File: config.mk
export PLATFORM = sky130hd
export DESIGN_NAME = rgb_grayscale_reader_flat
export DESIGN_NICKNAME = d
export VERILOG_FILES = /design/src/rtl/gray_pkg.sv /design/src/rtl/rgb_grayscale_reader_if.sv /design/src/rtl/rgb_grayscale_reader_rgb2gray_pipe.sv /design/src/rtl/rgb_grayscale_reader.sv /design/src/flat_wrapper.sv
export SDC_FILE = /design/constraint.sdc
export NUM_CORES = 1
export LEC_CHECK = 0
export ABC_CLOCK_PERIOD_IN_PS = 3700
export CAP_MARGIN = 20
export CORE_ASPECT_RATIO = 1.25
export CORE_UTILIZATION = 50
export CTS_CLUSTER_DIAMETER = 120
export DETAILED_ROUTE_END_ITERATION = 8
export PLACE_DENSITY = 0.71
export SLEW_MARGIN = 20
export SYNTH_ARGS = -nofsm -noshare
export SYNTH_HDL_FRONTEND = slang
export SYNTH_SLANG_ARGS = --single-unit
File: constraint.sdc
create_clock -name clk -period 3.7 [get_ports clk]
set_clock_uncertainty 0.1 [all_clocks]
set_input_delay 0.74 -clock clk [delete_from_list [all_inputs] [get_ports clk]]
set_output_delay 0.74 -clock clk [all_outputs]
set_load 0.01 [all_outputs]
File: src/rtl/gray_pkg.sv
// Shared constants and types for the RGB888 -> 8-bit luma reader.
package gray_pkg;
  localparam logic [15:0] COEF_R     = 16'd77;
  localparam logic [15:0] COEF_G     = 16'd150;
  localparam logic [15:0] COEF_B     = 16'd29;
  localparam int          LUMA_SHIFT = 8;
  localparam int          PIPE_LAT   = 3;

  typedef enum logic [1:0] {
    ST_IDLE  = 2'd0,
    ST_READ  = 2'd1,
    ST_DRAIN = 2'd2,
    ST_DONE  = 2'd3
  } state_e;

  typedef struct packed {
    logic        valid;
    logic [23:0] rgb;
  } pix_in_t;

  typedef struct packed {
    logic       valid;
    logic [7:0] gray;
  } pix_out_t;
endpackage

File: src/rtl/rgb_grayscale_reader_if.sv
// Frame-buffer read bus plus luma pixel stream toward the Sobel stage.
interface rgb_grayscale_reader_if #(parameter int ADDR_W = 16);
  logic              start_i;
  logic [ADDR_W-1:0] mem_addr_o;
  logic              mem_rd_o;
  logic [23:0]       mem_data_i;
  logic [7:0]        grayscale_o;
  logic              done_o;
  logic              busy_o;
  logic              frame_done_o;

  modport master (
    input  start_i, mem_data_i,
    output mem_addr_o, mem_rd_o, grayscale_o, done_o, busy_o, frame_done_o
  );

  modport slave (
    output start_i, mem_data_i,
    input  mem_addr_o, mem_rd_o, grayscale_o, done_o, busy_o, frame_done_o
  );
endinterface

File: src/rtl/rgb_grayscale_reader_rgb2gray_pipe.sv
// Two-stage multiply / sum pipeline: products, then luma = sum >> 8.
module rgb2gray_pipe
  import gray_pkg::*;
(
  input  logic     clk,
  input  logic     rst,
  input  pix_in_t  in_i,
  output pix_out_t out_o
);
  logic [1:0]  vld_pipe_q, vld_pipe_d;
  logic [15:0] pr_q, pg_q, pb_q, pr_d, pg_d, pb_d;
  logic [7:0]  gray_q, gray_d;
  logic [15:0] sum;

  // Coefficients add up to 256, so the 16-bit sum cannot overflow.
  always_comb begin
    pr_d       = COEF_R * {8'h00, in_i.rgb[23:16]};
    pg_d       = COEF_G * {8'h00, in_i.rgb[15:8]};
    pb_d       = COEF_B * {8'h00, in_i.rgb[7:0]};
    vld_pipe_d = {vld_pipe_q[0], in_i.valid};
    sum        = pr_q + pg_q + pb_q;
    gray_d     = vld_pipe_q[0] ? sum[LUMA_SHIFT +: 8] : gray_q;
  end

  always_ff @(posedge clk or posedge rst) begin
    if (rst) begin
      vld_pipe_q <= '0;
      pr_q       <= '0;
      pg_q       <= '0;
      pb_q       <= '0;
      gray_q     <= '0;
    end else begin
      vld_pipe_q <= vld_pipe_d;
      pr_q       <= pr_d;
      pg_q       <= pg_d;
      pb_q       <= pb_d;
      gray_q     <= gray_d;
    end
  end

  assign out_o.valid = vld_pipe_q[1];
  assign out_o.gray  = gray_q;
endmodule

File: src/rtl/rgb_grayscale_reader.sv
// Raster-order frame reader: one RGB888 read per cycle, luma out after 3 cycles.
module rgb_grayscale_reader
  import gray_pkg::*;
#(
  parameter int IMG_WIDTH  = 256,
  parameter int IMG_HEIGHT = 256,
  parameter int ADDR_W     = 16
) (
  input logic                    clk,
  input logic                    rst,
  rgb_grayscale_reader_if.master bus
);
  localparam logic [ADDR_W-1:0] LAST_ADDR  = ADDR_W'(IMG_WIDTH * IMG_HEIGHT - 1);
  localparam logic [1:0]        DRAIN_INIT = 2'(PIPE_LAT - 1);

  state_e            state_q, state_d;
  logic [ADDR_W-1:0] addr_q, addr_d;
  logic [1:0]        drain_q, drain_d;
  logic              s1_vld_q;
  pix_in_t           pipe_in;
  pix_out_t          pipe_out;

  always_comb begin
    state_d = state_q;
    addr_d  = addr_q;
    drain_d = drain_q;
    case (state_q)
      ST_IDLE: begin
        addr_d = '0;
        if (bus.start_i) state_d = ST_READ;
      end
      ST_READ: begin
        // Last address holds rather than wrapping; also covers N=1.
        if (addr_q == LAST_ADDR) begin
          state_d = ST_DRAIN;
          drain_d = DRAIN_INIT;
        end else begin
          addr_d = addr_q + 1'b1;
        end
      end
      ST_DRAIN: begin
        if (drain_q == 2'd0) state_d = ST_DONE;
        else                 drain_d = drain_q - 1'b1;
      end
      ST_DONE:  state_d = ST_IDLE;
      default:  state_d = ST_IDLE;
    endcase
  end

  always_ff @(posedge clk or posedge rst) begin
    if (rst) begin
      state_q  <= ST_IDLE;
      addr_q   <= '0;
      drain_q  <= '0;
      s1_vld_q <= 1'b0;
    end else begin
      state_q  <= state_d;
      addr_q   <= addr_d;
      drain_q  <= drain_d;
      s1_vld_q <= bus.mem_rd_o;
    end
  end

  assign pipe_in.valid = s1_vld_q;
  assign pipe_in.rgb   = bus.mem_data_i;

  rgb2gray_pipe u_pipe (
    .clk   (clk),
    .rst   (rst),
    .in_i  (pipe_in),
    .out_o (pipe_out)
  );

  assign bus.mem_rd_o     = (state_q == ST_READ);
  assign bus.mem_addr_o   = addr_q;
  assign bus.busy_o       = (state_q == ST_READ) || (state_q == ST_DRAIN);
  assign bus.frame_done_o = (state_q == ST_DONE);
  assign bus.done_o       = pipe_out.valid;
  assign bus.grayscale_o  = pipe_out.gray;
endmodule
File: src/flat_wrapper.sv
// flat-port wrapper written by rule: the top's interface ports become plain ports
module rgb_grayscale_reader_flat import gray_pkg::*;
#(
  parameter int IMG_WIDTH  = 256,
  parameter int IMG_HEIGHT = 256,
  parameter int ADDR_W     = 16
)
  (clk, rst, bus_start_i, bus_mem_data_i, bus_mem_addr_o, bus_mem_rd_o, bus_grayscale_o, bus_done_o, bus_busy_o, bus_frame_done_o);
  rgb_grayscale_reader_if #(.ADDR_W(ADDR_W)) bus_i ();
  input logic clk;
  input logic rst;
  input wire logic [$bits(bus_i.start_i)-1:0] bus_start_i;
  input wire logic [$bits(bus_i.mem_data_i)-1:0] bus_mem_data_i;
  output wire logic [$bits(bus_i.mem_addr_o)-1:0] bus_mem_addr_o;
  output wire logic [$bits(bus_i.mem_rd_o)-1:0] bus_mem_rd_o;
  output wire logic [$bits(bus_i.grayscale_o)-1:0] bus_grayscale_o;
  output wire logic [$bits(bus_i.done_o)-1:0] bus_done_o;
  output wire logic [$bits(bus_i.busy_o)-1:0] bus_busy_o;
  output wire logic [$bits(bus_i.frame_done_o)-1:0] bus_frame_done_o;
  assign bus_i.start_i = bus_start_i;
  assign bus_i.mem_data_i = bus_mem_data_i;
  assign bus_mem_addr_o = bus_i.mem_addr_o;
  assign bus_mem_rd_o = bus_i.mem_rd_o;
  assign bus_grayscale_o = bus_i.grayscale_o;
  assign bus_done_o = bus_i.done_o;
  assign bus_busy_o = bus_i.busy_o;
  assign bus_frame_done_o = bus_i.frame_done_o;
  rgb_grayscale_reader #(.IMG_WIDTH(IMG_WIDTH), .IMG_HEIGHT(IMG_HEIGHT), .ADDR_W(ADDR_W)) u_core (.clk(clk), .rst(rst), .bus(bus_i));
endmodule
Word level (Yosys, flattened, before mapping). Index checks and enable logic that the tools add are counted. W data, S select, Z words.

Bits in registers: 74. Input bits: 27. Output and inout bits: 28. Logic and storage cells: 41.

$add $sub $neg: 4. Multipliers: 3. Equality and inequality tests: 9. Multiplexer cells: 8. Reduce and logical (&&, ||, !) cells: 8.

Operators with widths (count): $pmux W16 S2 (1); $mul A7 B8 Y15 const A (2); $add A15 B16 Y16 (1); $add A16 B1 Y16 const B (1); $add A16 B13 Y16 (1); $eq A16 B16 Y1 const B (1); $mux W16 (1); $mul A5 B8 Y13 const A (1); $mux W2 (4); $ne A2 B2 Y1 const B (4); $pmux W2 S4 (1); $reduce_and A3 Y1 (2); $eq A2 B2 Y1 const B (2); $logic_not A2 Y1 (2); $pmux W2 S2 (1); $reduce_bool A2 Y1 (2); $eq A2 B1 Y1 const B (1); $ne A2 B1 Y1 const B (1); $reduce_and A2 Y1 (1); $sub A2 B1 Y2 const B (1); $logic_or A1 B1 Y1 (1).

Logic depth before layout (Yosys ltp). Gate-level depths: netlist of run 1.

Word-level depth: 3. Mapped depth: 13. Gate-level depth less buffers: 13.

Modules after synthesis. A second synthesis of run 1 with hierarchy kept.

Cell total of the unflattened synthesis: 587. Area total of the unflattened synthesis: 6184.7 sq um.

By module, submodules not included: rgb2gray_pipe (instances 1, cells an instance 460, area an instance 5003.5 sq um, seq. area each 1326.3 sq um); rgb_grayscale_reader (instances 1, cells an instance 127, area an instance 1181.1 sq um, seq. area each 525.5 sq um).

Worst setup path after synthesis of run 1. OpenSTA, ideal clock, no wires.

Path type: input-to-reg. Start: input port bus_mem_data_i[1]. End: register u_core.u_pipe.pb_q[12]. Library setup time: 94 ps. Arrival time: 3449 ps. Required time: 3506 ps. Setup slack: 57 ps. Cell stages on the path: 11. Cell sequence: inv_1 fa_1 inv_1 ha_1 fa_1 ha_1 a21oi_1 o21ai_0 or4_1 and3_1 a211oi_1.

Cells in the longest elaborated chain, start to end: 1.

Ends and longest elaborated chain: start: declaration (RTL line flat_wrapper.sv:13) `input wire logic [$bits(bus_i.mem_data_i)-1:0] bus_mem_data_i;`; $mul A5 B8 Y13 (RTL line rgb_grayscale_reader_rgb2gray_pipe.sv:19) `pb_d = COEF_B * {8'h00, in_i.rgb[7:0]};`; named net u_core.u_pipe.pb_d[12] (RTL line rgb_grayscale_reader_rgb2gray_pipe.sv:11) `logic [15:0] pr_q, pg_q, pb_q, pr_d, pg_d, pb_d;`; end signal: assignment (RTL line rgb_grayscale_reader_rgb2gray_pipe.sv:36) `pb_q <= pb_d;`; end: declaration (RTL line rgb_grayscale_reader_rgb2gray_pipe.sv:11).

The timed path passes the listed nets, and every way through them passes these cells. A chain may end at the register's enable or synchronous reset.

Final worst setup path of run 1.
Start: input port bus_mem_data_i[5]. End: register u_core.u_pipe.pb_q[12].

The elaborated chain is that of the path after synthesis.

==> results of run 1 <==
[kinds of logic after synthesis]
family,share of synthesized area
adders and majority gates,0.372
and+or+nand+nor,0.100
AOI/OAI and AO/OA,0.111
buffers and inverters,0.0577
DFF,0.306
xor gates and xnor gates,0.0478
muxes,0.00538
[critical path: stages]
cell and delay, ps:
clkdlybuf4s50_1 470, inv_1 60, fa_1 480, inv_1 60
ha_4 210, fa_2 550, ha_4 210, nand2_1 90
o21ai_2 70, or4_4 490, and3_4 200, a211oi_4 140
[routing by layer]
metal | GRT usage | share of wire | routed length, µm
met1 | 0.235 | 0.39 | 4950
met2 | 0.419 | 0.56 | 7180
met3 | 0.0302 | 0.023 | 292
met4 | 0.0853 | 0.026 | 335
met5 | 0 | 0 | 0
[repair_timing]
| action | 4_1_cts | 5_1_grt |
|---|---|---|
| pin swaps | 19 | 17 |
| gates resized for setup | 37 | 30 |
| hold buffers | 0 | 0 |
| buffers inserted | 6 | 1 |
| endpoints found under the setup margin | 15 | 15 |
[per-stage QoR]
step                      utilization  setup TNS (ps)  setup WS, ps  instance area [µm²]  hold slack [ps]
after floorplan                     -               0          56.6                 6050              231
after global placement          0.623           -6390          -475                 7300              238
after detailed placement        0.623           -8410          -617                 7300              245
after CTS                       0.664               0          5.95                 7790              258
after global routing            0.678           -30.0         -15.4                 7950              263
final                           0.678               0          60.8                 7950              252
[synth_stat cells, types with 2 or more instances]
| library cell | instances |
|---|---|
| ha_1 | 119 |
| inv_1 | 89 |
| dfrtp_1 | 74 |
| fa_1 | 38 |
| nor2_1 | 30 |
| nand2_1 | 25 |
| o21ai_0 | 24 |
| a21oi_1 | 20 |
| xnor2_1 | 19 |
| xor2_1 | 14 |
| nand3_1 | 13 |
| nor3_1 | 13 |
| a21o_1 | 10 |
| nand4_1 | 8 |
| o31ai_1 | 8 |
| o21a_1 | 7 |
| nor2b_1 | 6 |
| a211oi_1 | 5 |
| a31oi_1 | 4 |
| nand2b_1 | 4 |
| a21boi_0 | 3 |
| and3_1 | 3 |
| and4_1 | 3 |
| or3_1 | 3 |
| a22oi_1 | 2 |
| and2_1 | 2 |
| buf_1 | 2 |
| clkbuf_1 | 2 |
| mux2_2 | 2 |
| nand3b_1 | 2 |
| o211a_1 | 2 |
| o211ai_1 | 2 |
| o21bai_1 | 2 |
| o311ai_0 | 2 |
| or2_2 | 2 |
| or4_1 | 2 |
[final cells by class]
type                            count  area [µm²]  area share
Multi-Input combinational cell    415        4150       0.522
Sequential cell                    74        1850       0.233
Timing Repair Buffer              131        1120       0.141
Inverter                           89         334      0.0420
Clock buffer                       11         243      0.0305
Tap cell                          161         201      0.0253
Clock inverter                      5        53.8     0.00677
[where the power goes]
| group | total, µW | internal (µW) | switching, µW |
|---|---|---|---|
| clock network | 849 | 537 | 312 |
| logic | 3210 | 1630 | 1580 |
| registers | 1200 | 1060 | 136 |
| total | 5250 | 3230 | 2030 |
[worst paths after layout]
path,to,start,slack (ps)
setup / recovery,u_core.u_pipe.pb_q[12]$_DFF_PP0_,bus_mem_data_i[5],60
hold / removal,u_core.u_pipe.vld_pipe_q[0]$_DFF_PP0_,u_core.s1_vld_q$_DFF_PP0_,250
setup reg to reg,u_core.u_pipe.gray_q[6]$_DFFE_PP0P_,u_core.u_pipe.pg_q[5]$_DFF_PP0_,830
hold reg to reg,u_core.u_pipe.vld_pipe_q[0]$_DFF_PP0_,u_core.s1_vld_q$_DFF_PP0_,250
max in group asynchronous,u_core.u_pipe.pg_q[10]$_DFF_PP0_,rst,2410
min in group asynchronous,u_core.drain_q[0]$_DFFE_PP0P_,rst,740
[registers in the layout, indices dropped and copies added, names as in the netlist]
signal and count:
u_core.state_q 2, u_core.u_pipe.vld_pipe_q 2, u_core.s1_vld_q 1, u_core.u_pipe.pg_q 15, u_core.u_pipe.gray_q 8, u_core.u_pipe.pr_q 15
u_core.drain_q 2, u_core.bus.mem_addr_o 16, u_core.u_pipe.pb_q 13
==> impl_metrics.yaml, run 1 <==
floorplan:
  dieArea_um2: 12600
  initial_core_util: 0.516
  fp.coreArea_um2: 11700
  die_w_um: 100
  io_pins: 55
  die_h_um: 125
  rows: 44
global_routing:
  first_global_vias: 4932
  grt_overflow_total: 0
  grt_max_degree: 40
  grt_pass1_wl_mm: 21.7
  grt_usage: 0.218
  antenna_found_initial: 0
timing:
  fmax_mhz: 275
  relSlewSlack: 0.310
  finalMaxSlewViolations: 0
  hold_viol: 0
  fin_crit_ps: 3640
  worst_slew_pin_slew_ps: 1020
  min_period_over_period: 0.984
  setup_violations: 0
  rsz0062_at_grt: "true"
finish:
  drive_above_1_share: 0.193
  final_cell_mix: "ha_1 (108), inv_1 (83), buf_4 (77)"
  final_common_cell: "ha_1"
  nets: 904
  diodes: 0
  fillers: 890
  areaGrowthSynthToFinish_pct: 31.4
  instances_no_fill: 886
detailed_routing:
  dr.pass1.iters: 4
  postRouteAntennaNets: 0
  via_per_inst: 5.33
  drt_iter0_markers: 115
  vias: 4719
  routed_wirelength_mm: 12.8
  routedWlPerCell_um: 14.4
  remaining_drc_errors: 0
power:
  powerDensity_nw_per_um2: 661
  power_uw: 5250
  irDropWorstVdd_uv: 475
  p_leak_uw: 0.00392
clock_tree:
  path_clk_slew_ps: 60
  clk_path_buf_depth: 2
  clk_latency_ps: 340
  cts-root-buf: "clkbuf_16"
  cts_tree: "yes"
  h-tree-depth: 3
  cts_buffers: 9
  cts_sinks: 74
critical_path:
  end_kind: "flop"
  worstPathMaxFanout: 3
  crit_required_ps: 3840
  worstSetupPathType: "in2reg"
  rr_worst_depth: 8
  worstPathArrival_ps: 3780
  crit_path_start_kind: "primary input"
yosys:
  synth_area_um2: 6050
  synthDistinctLibCells: 52
  ys.warnings.count: 0
  postSynthCellCount: 582
  synth.avg_cell_area_um2: 10.4
  syn_nets: 766
  synth_top_cell_by_area: "dfrtp_1"
  ys_seq_elements: 74
  synthDominantCellAreaShare: 0.306
  synth_area_leaders: "dfrtp_1 (31%), ha_1 (25%), fa_1 (13%), inv_1 (5.5%), xnor2_1 (2.7%)"
  synth_edf_count: 0
  ys_async_sr_fraction: 1.00
  synth-seq-area-share: 0.306
  synth_ff_type: "dfrtp_1"
min_path:
  hold_depth: 0
  hp-class: "reg2reg"
run_status:
  outcome: "finished clean"
placed_design:
  globalplace.congestion: 0.860
  place_hpwl_mm: 9.87
  place_inst: 863
  portBuffers: 54
job:
  cap_violations: 0
(Power assumes the default switching activity.)
==> run 2: changes to the inputs <==
--- a/config.mk
+++ b/config.mk
@@ -6,7 +6,6 @@
 export NUM_CORES = 1
 export LEC_CHECK = 0
 export ABC_CLOCK_PERIOD_IN_PS = 3700
-export CAP_MARGIN = 20
 export CORE_ASPECT_RATIO = 1.25
 export CORE_UTILIZATION = 50
 export CTS_CLUSTER_DIAMETER = 120
==> results of run 2 <==
Same layout as run 1: the final DEF is identical, and so are final timing and power.
